===== config.mk =====
export PLATFORM = sky130hd
export DESIGN_NAME = rcc_pclk_div_ctrl
export DESIGN_NICKNAME = d
export VERILOG_FILES = /design/src/rtl/rcc_pclk_div_ctrl.sv
export SDC_FILE = /design/constraint.sdc
export NUM_CORES = 1
export LEC_CHECK = 0
export CAP_MARGIN = 10
export CORE_AREA = 2 2 51 53
export DETAILED_ROUTE_END_ITERATION = 12
export DIE_AREA = 0 0 53 55
export PLACE_DENSITY = 0.88
export SYNTH_ARGS = -nofsm -noshare
export SYNTH_HDL_FRONTEND = slang
export SYNTH_SLANG_ARGS = --single-unit

===== constraint.sdc =====
create_clock -name i_clk -period 4.2 [get_ports i_clk]
set_input_delay 0.63 -clock i_clk [delete_from_list [all_inputs] [get_ports i_clk]]
set_output_delay 0.63 -clock i_clk [all_outputs]
set_load 0.01 [all_outputs]

===== src/rtl/rcc_pclk_div_ctrl.sv =====
// rcc_pclk_div_ctrl: applies new pclk/timer prescaler settings only on pclk boundaries, then settles and confirms.
// Optional alignment/confirm timeout with sticky err: define RCC_PCLK_DIV_CTRL_TIMEOUT_EN.
module rcc_pclk_div_ctrl #(
    parameter int SETTLE_CYC  = 16,
    parameter int TIMEOUT_CYC = 64,
    parameter int CNT_W       = 7
) (
    input  logic       i_clk,
    input  logic       rst_n,
    input  logic       req,
    input  logic [2:0] req_div_sel,
    input  logic       req_timpre,
    input  logic       div_en,
    output logic [2:0] div_sel,
    output logic       timpre,
    output logic       busy,
    output logic       ack,
    output logic       err
);
    typedef enum logic [1:0] {IDLE, WAIT_ALIGN, SETTLE, CONFIRM} state_t;

    state_t           r_state;
    logic [2:0]       r_div_sel;
    logic             r_timpre;
    logic             r_busy;
    logic             r_ack;
    logic             r_err;
    logic [3:0]       r_tgt;
    logic [3:0]       r_pend;
    logic             r_pend_v;
    logic [CNT_W-1:0] r_cnt;

    logic [3:0] w_cur;
    logic [3:0] w_req;
    logic [3:0] w_sel;
    logic       w_idle_go;
    logic       w_to;

    assign w_cur     = {r_timpre, r_div_sel};
    assign w_req     = {req_timpre, req_div_sel};
    // The ack cycle is not a decision cycle: requests seen then are buffered.
    assign w_idle_go = (r_state == IDLE) && !r_ack && (r_pend_v || req);
    assign w_sel     = r_pend_v ? r_pend : w_req;

`ifdef RCC_PCLK_DIV_CTRL_TIMEOUT_EN
    assign w_to = (r_cnt == CNT_W'(TIMEOUT_CYC - 1));
`else
    assign w_to = 1'b0;
`endif

    assign div_sel = r_div_sel;
    assign timpre  = r_timpre;
    assign busy    = r_busy;
    assign ack     = r_ack;
    assign err     = r_err;

    always_ff @(posedge i_clk or negedge rst_n) begin
        if (!rst_n) begin
            r_state   <= IDLE;
            r_div_sel <= 3'b000;
            r_timpre  <= 1'b0;
            r_busy    <= 1'b0;
            r_ack     <= 1'b0;
            r_err     <= 1'b0;
            r_tgt     <= 4'b0;
            r_pend    <= 4'b0;
            r_pend_v  <= 1'b0;
            r_cnt     <= '0;
        end else begin
            r_ack <= 1'b0;
            if (req && (r_busy || r_ack || (w_idle_go && r_pend_v))) begin
                r_pend   <= w_req;
                r_pend_v <= 1'b1;
            end else if (w_idle_go && r_pend_v) begin
                r_pend_v <= 1'b0;
            end
            case (r_state)
                IDLE: begin
                    if (w_idle_go) begin
                        r_err <= 1'b0;
                        if (w_sel == w_cur) begin
                            r_ack <= 1'b1;
                        end else begin
                            r_tgt   <= w_sel;
                            r_busy  <= 1'b1;
                            r_cnt   <= '0;
                            r_state <= WAIT_ALIGN;
                        end
                    end
                end
                WAIT_ALIGN: begin
                    if (div_en || w_to) begin
                        {r_timpre, r_div_sel} <= r_tgt;
                        r_cnt   <= '0;
                        r_state <= SETTLE;
                        if (!div_en) r_err <= 1'b1;
                    end else begin
                        r_cnt <= r_cnt + 1'b1;
                    end
                end
                SETTLE: begin
                    if (r_cnt == CNT_W'(SETTLE_CYC - 1)) begin
                        r_cnt   <= '0;
                        r_state <= CONFIRM;
                    end else begin
                        r_cnt <= r_cnt + 1'b1;
                    end
                end
                CONFIRM: begin
                    if (div_en || w_to) begin
                        r_ack   <= 1'b1;
                        r_busy  <= 1'b0;
                        r_state <= IDLE;
                        if (!div_en) r_err <= 1'b1;
                    end else begin
                        r_cnt <= r_cnt + 1'b1;
                    end
                end
            endcase
        end
    end
endmodule


# Word level (Yosys, flattened, before mapping)
# Index checks and enable logic that the tools add are counted.
dict set report word_totals {
  elab_cells 61
  romBits 0
  inputBits 8
  ramBits 0
  reg_bits 24
  mem_count 0
  out_inout_bits 7
  latchBits 0
}
dict set report op_classes {
  mux 23
  n_shift 0
  reduce_logical 16
  div 0
  n_eq_ne 11
  bitwise 1
  mul 0
  order_cmp 0
  add_sub_neg 1
}
# op n
set ops {}
lappend ops {{7-bit two-way mux} 5}
lappend ops {{7-bit case mux with 4 select lines} 1}
lappend ops {{2-bit inequality test (second input constant)} 6}
lappend ops {{2-bit two-way mux} 5}
lappend ops {{1-bit two-way mux} 8}
lappend ops {{2-bit case mux with 4 select lines} 1}
lappend ops {{7-bit by 1-bit adder with 7-bit output (second input constant)} 1}
lappend ops {{7-bit by 4-bit equality test with 1-bit output (second input constant)} 1}
lappend ops {{3-bit AND reduction} 2}
lappend ops {{5-bit AND reduction} 1}
lappend ops {{2-bit equality test (second input constant)} 2}
lappend ops {{4-bit equality test} 1}
lappend ops {{1-bit logical AND} 4}
lappend ops {{4-bit two-way mux} 1}
lappend ops {{1-bit case mux with 2 select lines} 2}
lappend ops {{4-bit AND reduction} 1}
lappend ops {{2-bit nonzero test} 2}
lappend ops {{1-bit logical OR} 3}
lappend ops {{2-bit by 1-bit equality test with 1-bit output (second input constant)} 1}
lappend ops {{2-bit zero test} 1}
lappend ops {{2-bit AND reduction} 1}
lappend ops {{1-bit zero test} 1}
lappend ops {{1-bit NOT} 1}

# Logic depth before layout (Yosys ltp)
dict set report depth {
  word_depth 7
  mapped_depth 7
  depth_no_buf 7
}

# Worst setup path before layout
# Ideal clock, no wire load.
dict set report synth_path {
  path_kind {input-to-reg}
  from {input port req_div_sel[1]}
  to {register r_tgt[0]}
  setup_ps 79
  path_buffers 0
  required_time_ps 4121
  arrival_time_ps 1812
  slack_ps 2309
  cell_stages 5
  path_cell_list {mux2i_1 -> xnor2_1 -> nor4_4 -> nor3_1 -> mux2i_1}
}
dict set report synth_via {
  elab_chain_cells 4
}
# element line_no
set synth_rtl {}
lappend synth_rtl {{start: declaration} 11} ;# input logic [2:0] req_div_sel,
lappend synth_rtl {{4-bit two-way mux} 43} ;# assign w_sel = r_pend_v ? r_pend : w_req;
lappend synth_rtl {{4-bit equality test} 81} ;# if (w_sel == w_cur) begin
lappend synth_rtl {{1-bit NOT (no source line)} n/a}
lappend synth_rtl {{3-bit AND reduction (no source line)} n/a}
lappend synth_rtl {{end signal: assignment} 84} ;# r_tgt <= w_sel;
lappend synth_rtl {{end: declaration} 28} ;# logic [3:0] r_tgt;
# No other way between the ends.
# A chain may end at the register's enable or synchronous reset.

# Worst setup path after layout
dict set report layout_path {
  from {input port req_div_sel[1]}
  to {register r_tgt[3]}
}
# Same word-level chain as after synthesis.

==> key figures <==
Status
  – Result of the run: finished clean

Pwr
  – Static Leakage: 0.6600 nW
  – IR Drop Worst-Case VDD: 0.4456 mV
  – Power density over the cells: 703.1 nW/um2
  – Tot Pwr: 1.034 mW

STA
  – Relative slew margins: 28.55%
  – RSZ-0062 raised after global routing: no
  – Period Utilization, post-route: 54.66%
  – Total count of hold-check failures in the final report: 0
  – Highest attainable clock frequency: 435.6 MHz
  – Count of final setup violators: 0
  – Summed negative setup slack over all endpoints: 0 ps
  – Clk_skew: 3.257 ps
  – Crit path time final: 2296 ps
  – Number of pins exceeding their max-slew limit in the final report: 0
  – Pin slew with the least headroom to its limit: 1068 ps

Logic synthesis
  – Post-synthesis cell type with the largest combined area: sky130_fd_sc_hd__dfrtp_1
  – Count of unique library cells instantiated by Yosys: 31
  – Post-synthesis average cell area: 9.793 um2
  – Proportion of register bits with asynchronous set or reset after synthesis: 100.0%
  – Cells after synthesis: 133
  – Number of enable flip-flop cells after synthesis: 0
  – Cell area after synthesis: 1302 um2
  – Yosys top cell area share: 46.11%
  – Dominant cells by area after synthesis: sky130_fd_sc_hd__dfrtp_1 (46%), sky130_fd_sc_hd__mux2i_1 (7.7%), sky130_fd_sc_hd__ha_1 (4.8%), sky130_fd_sc_hd__inv_1 (4.6%), sky130_fd_sc_hd__nand2_1 (4.6%)
  – Post-synthesis sequential element count: 24
  – Synthesis Warnings: 0
  – Syn nets: 146
  – Sequential-to-total area share from yosys stat: 46.11%
  – Commonest register cell after synthesis: sky130_fd_sc_hd__dfrtp_1

Global routing
  – Total GRT Usage: 21.17%
  – Antenna violations before repair: 0
  – Number of global-route vias before repair: 1,032
  – Remaining global-route overflow: 0
  – Wire length of the first global-routing pass: 4533 um
  – Largest net degree at the start of global routing: 25

Clock network
  – Number of cells upsized or downsized after cts: 0
  – Number of post-CTS setup repair buffers: 0
  – Root Buffer Master: sky130_fd_sc_hd__clkbuf_4
  – Number of H-tree levels: 1
  – TritonCTS Sinks: 24
  – Clock slew at the register clock pins of the worst setup and hold paths: 120 ps
  – Hold-fix buffer count after cts: 0
  – Clock Latency Late Sink: 300 ps
  – CTS tree: yes
  – Longest Clk Path Bufs: 2
  – CTS buffer count: 3

Route
  – Drt pass-1 iters: 4
  – Final routed wire length divided by cell count: 14.76 um
  – Detailed Route Iter0 Violations: 21
  – WL final: 2598 um
  – Post-DRT Antenna Nets: 0
  – Via-per-instance ratio: 5.801
  – Overall via count from detail_route: 1,021
  – DRC viols: 0

Layout
  – Fin nets: 161
  – Most used cells in the layout excluding fill and tap cells: sky130_fd_sc_hd__dfrtp_1 (24), sky130_fd_sc_hd__inv_1 (16), sky130_fd_sc_hd__nand2_1 (16)
  – Most common cell after layout, fill and taps aside: sky130_fd_sc_hd__dfrtp_1
  – Signed area change from the synthesized netlist to the final layout: 12.87%
  – Share of final-layout standard cells stronger than drive strength 1: 6.849%
  – Antenna cells: 0
  – Utilization of the core after routing: 62.17%
  – Number of fill cells: 199

Run
  – Max_cap viols: 0

Floorplanning
  – Core outline area: 2365 um2
  – Width of the chip: 53 um
  – IO Pins: 15
  – Die area: 2915 um2
  – Vertical die dimension: 55 um
  – Number of rows created at floorplan: 18
  – Starting density of the core: 55.08%

Critical path
  – Cell type with the highest occurrence count on the critical path: sky130_fd_sc_hd__mux2i_1
  – Type of the setup path with the least slack: input port to flop
  – Cell with the largest stage delay on the worst path: sky130_fd_sc_hd__nor3_1
  – Worst Path Max Fanout: 5
  – Cells along the critical path: clkdlybuf4s50_1 -> mux2i_1 -> xnor2_1 -> nor4_4 -> nor3_1 -> mux2i_1
  – Critical Path Sink Type: flop
  – Length in cells of the worst reg-to-reg path: 5
  – R2r startpoint: r_pend_v$_DFFE_PN0P_
  – R2R Path End: r_tgt[3]$_DFFE_PN0P_
  – Delay of the slowest cell on the worst path: 680 ps
  – Crit path required time: 4430 ps
  – Beginning of the critical path: req_div_sel[1]
  – Worst reg-to-reg setup slack: 1980 ps
  – Signal arrival time at the worst endpoint: 2520 ps
  – Worst Setup Start Kind: input port

Place
  – Final HPWL from detailed placement: 2013 um
  – Final GP Congestion: 0.8870
  – Quantity of I/O buffers inserted on ports: 13

Worst hold path
  – Hold_sp: r_pend[2]$_DFFE_PN0P_
  – Hold path endpoint: r_pend[2]$_DFFE_PN0P_
  – Worst hold stages: 1
  – HP Class: flop to flop
-- synthesized netlist by cell type (all sizes together) (2+ instances only) --
library cell  number
o22ai              2
nor2b              2
a21oi              8
dfrtp             24
ha                 5
nand2             16
nor2               4
nand3              4
inv               16
mux2               5
xnor2              4
o41ai              2
o21ai             10
nor3               5
buf                2
mux2i             10
-- flip-flops by register name (all words and copies together) (netlist names) --
signal,count
div_sel,3
ack,1
r_pend_v,1
r_state,2
busy,1
r_pend,4
timpre,1
r_tgt,4
r_cnt,7
-- how the worst max path moves through the flow --
stage | end | slack, ps | cells after the start
6_report | r_tgt[3]$_DFFE_PN0P_ | 1900 | 6
4_1_cts | r_tgt[3]$_DFFE_PN0P_ | 1920 | 6
5_1_grt | r_tgt[3]$_DFFE_PN0P_ | 1740 | 6
2_1_floorplan | r_tgt[0]$_DFFE_PN0P_ | 2310 | 5
3_3_place_gp | r_tgt[0]$_DFFE_PN0P_ | 1720 | 6
3_5_place_dp | r_tgt[3]$_DFFE_PN0P_ | 1630 | 6
-- metrics by stage --
step / worst slack (ps) / instance area [um2] / hold WS [ps] / cells
final: 1904 / 1470 / 524.3 / 176
after global routing: 1740 / 1470 / 553.4 / 176
after CTS: 1920 / 1470 / 527.9 / 176
after detailed placement: 1626 / 1448 / 499.4 / 173
after global placement: 1717 / 1448 / 490.5 / 173
after floorplan: 2309 / 1303 / 334.4 / 133
-- layer usage --
metal / share of wire, % / global-route usage [%] / wire (um) / vias up
li1: - / - / - / 489
met5: 0 / 0 / 0 / -
met1: 45 / 28.23 / 1177 / 489
met3: 4.2 / 3.495 / 109 / 8
met4: 2.2 / 10.26 / 57 / 0
met2: 48 / 33.75 / 1253 / 35
-- critical path: cells and delay by family --
kind                   cells  cell delay [ps]
XOR/XNOR                   1              250
buffers and inverters      1              480
AND/OR/NAND/NOR            2              780
multiplexers               2              370
-- kinds of logic after synthesis --
logic type,Yosys count,synth area share (%)
compound gates,31,14.99
xor+xnor,4,2.689
fa+ha+maj,5,4.803
buf+inv,19,6.340
flops,24,46.11
mux,15,12.01
other cells,1,0.2879
simple gates,34,12.78
-- layout make-up --
type | instances | area [um2] | area share (%)
repair buffers | 13 | 130.1 | 8.851
inverters | 16 | 60.06 | 4.085
clock buffers | 3 | 22.52 | 1.532
multi-input cells | 90 | 619.3 | 42.13
flip-flops and latches | 24 | 600.6 | 40.85
well taps | 30 | 37.54 | 2.553
-- report_power, final --
part           total, mW  internal (mW)  switching, mW
clock network     0.0948         0.0334         0.0614
logic              0.555          0.253          0.302
registers          0.384          0.316         0.0677
No activity file was read; power rests on OpenSTA's default activity.
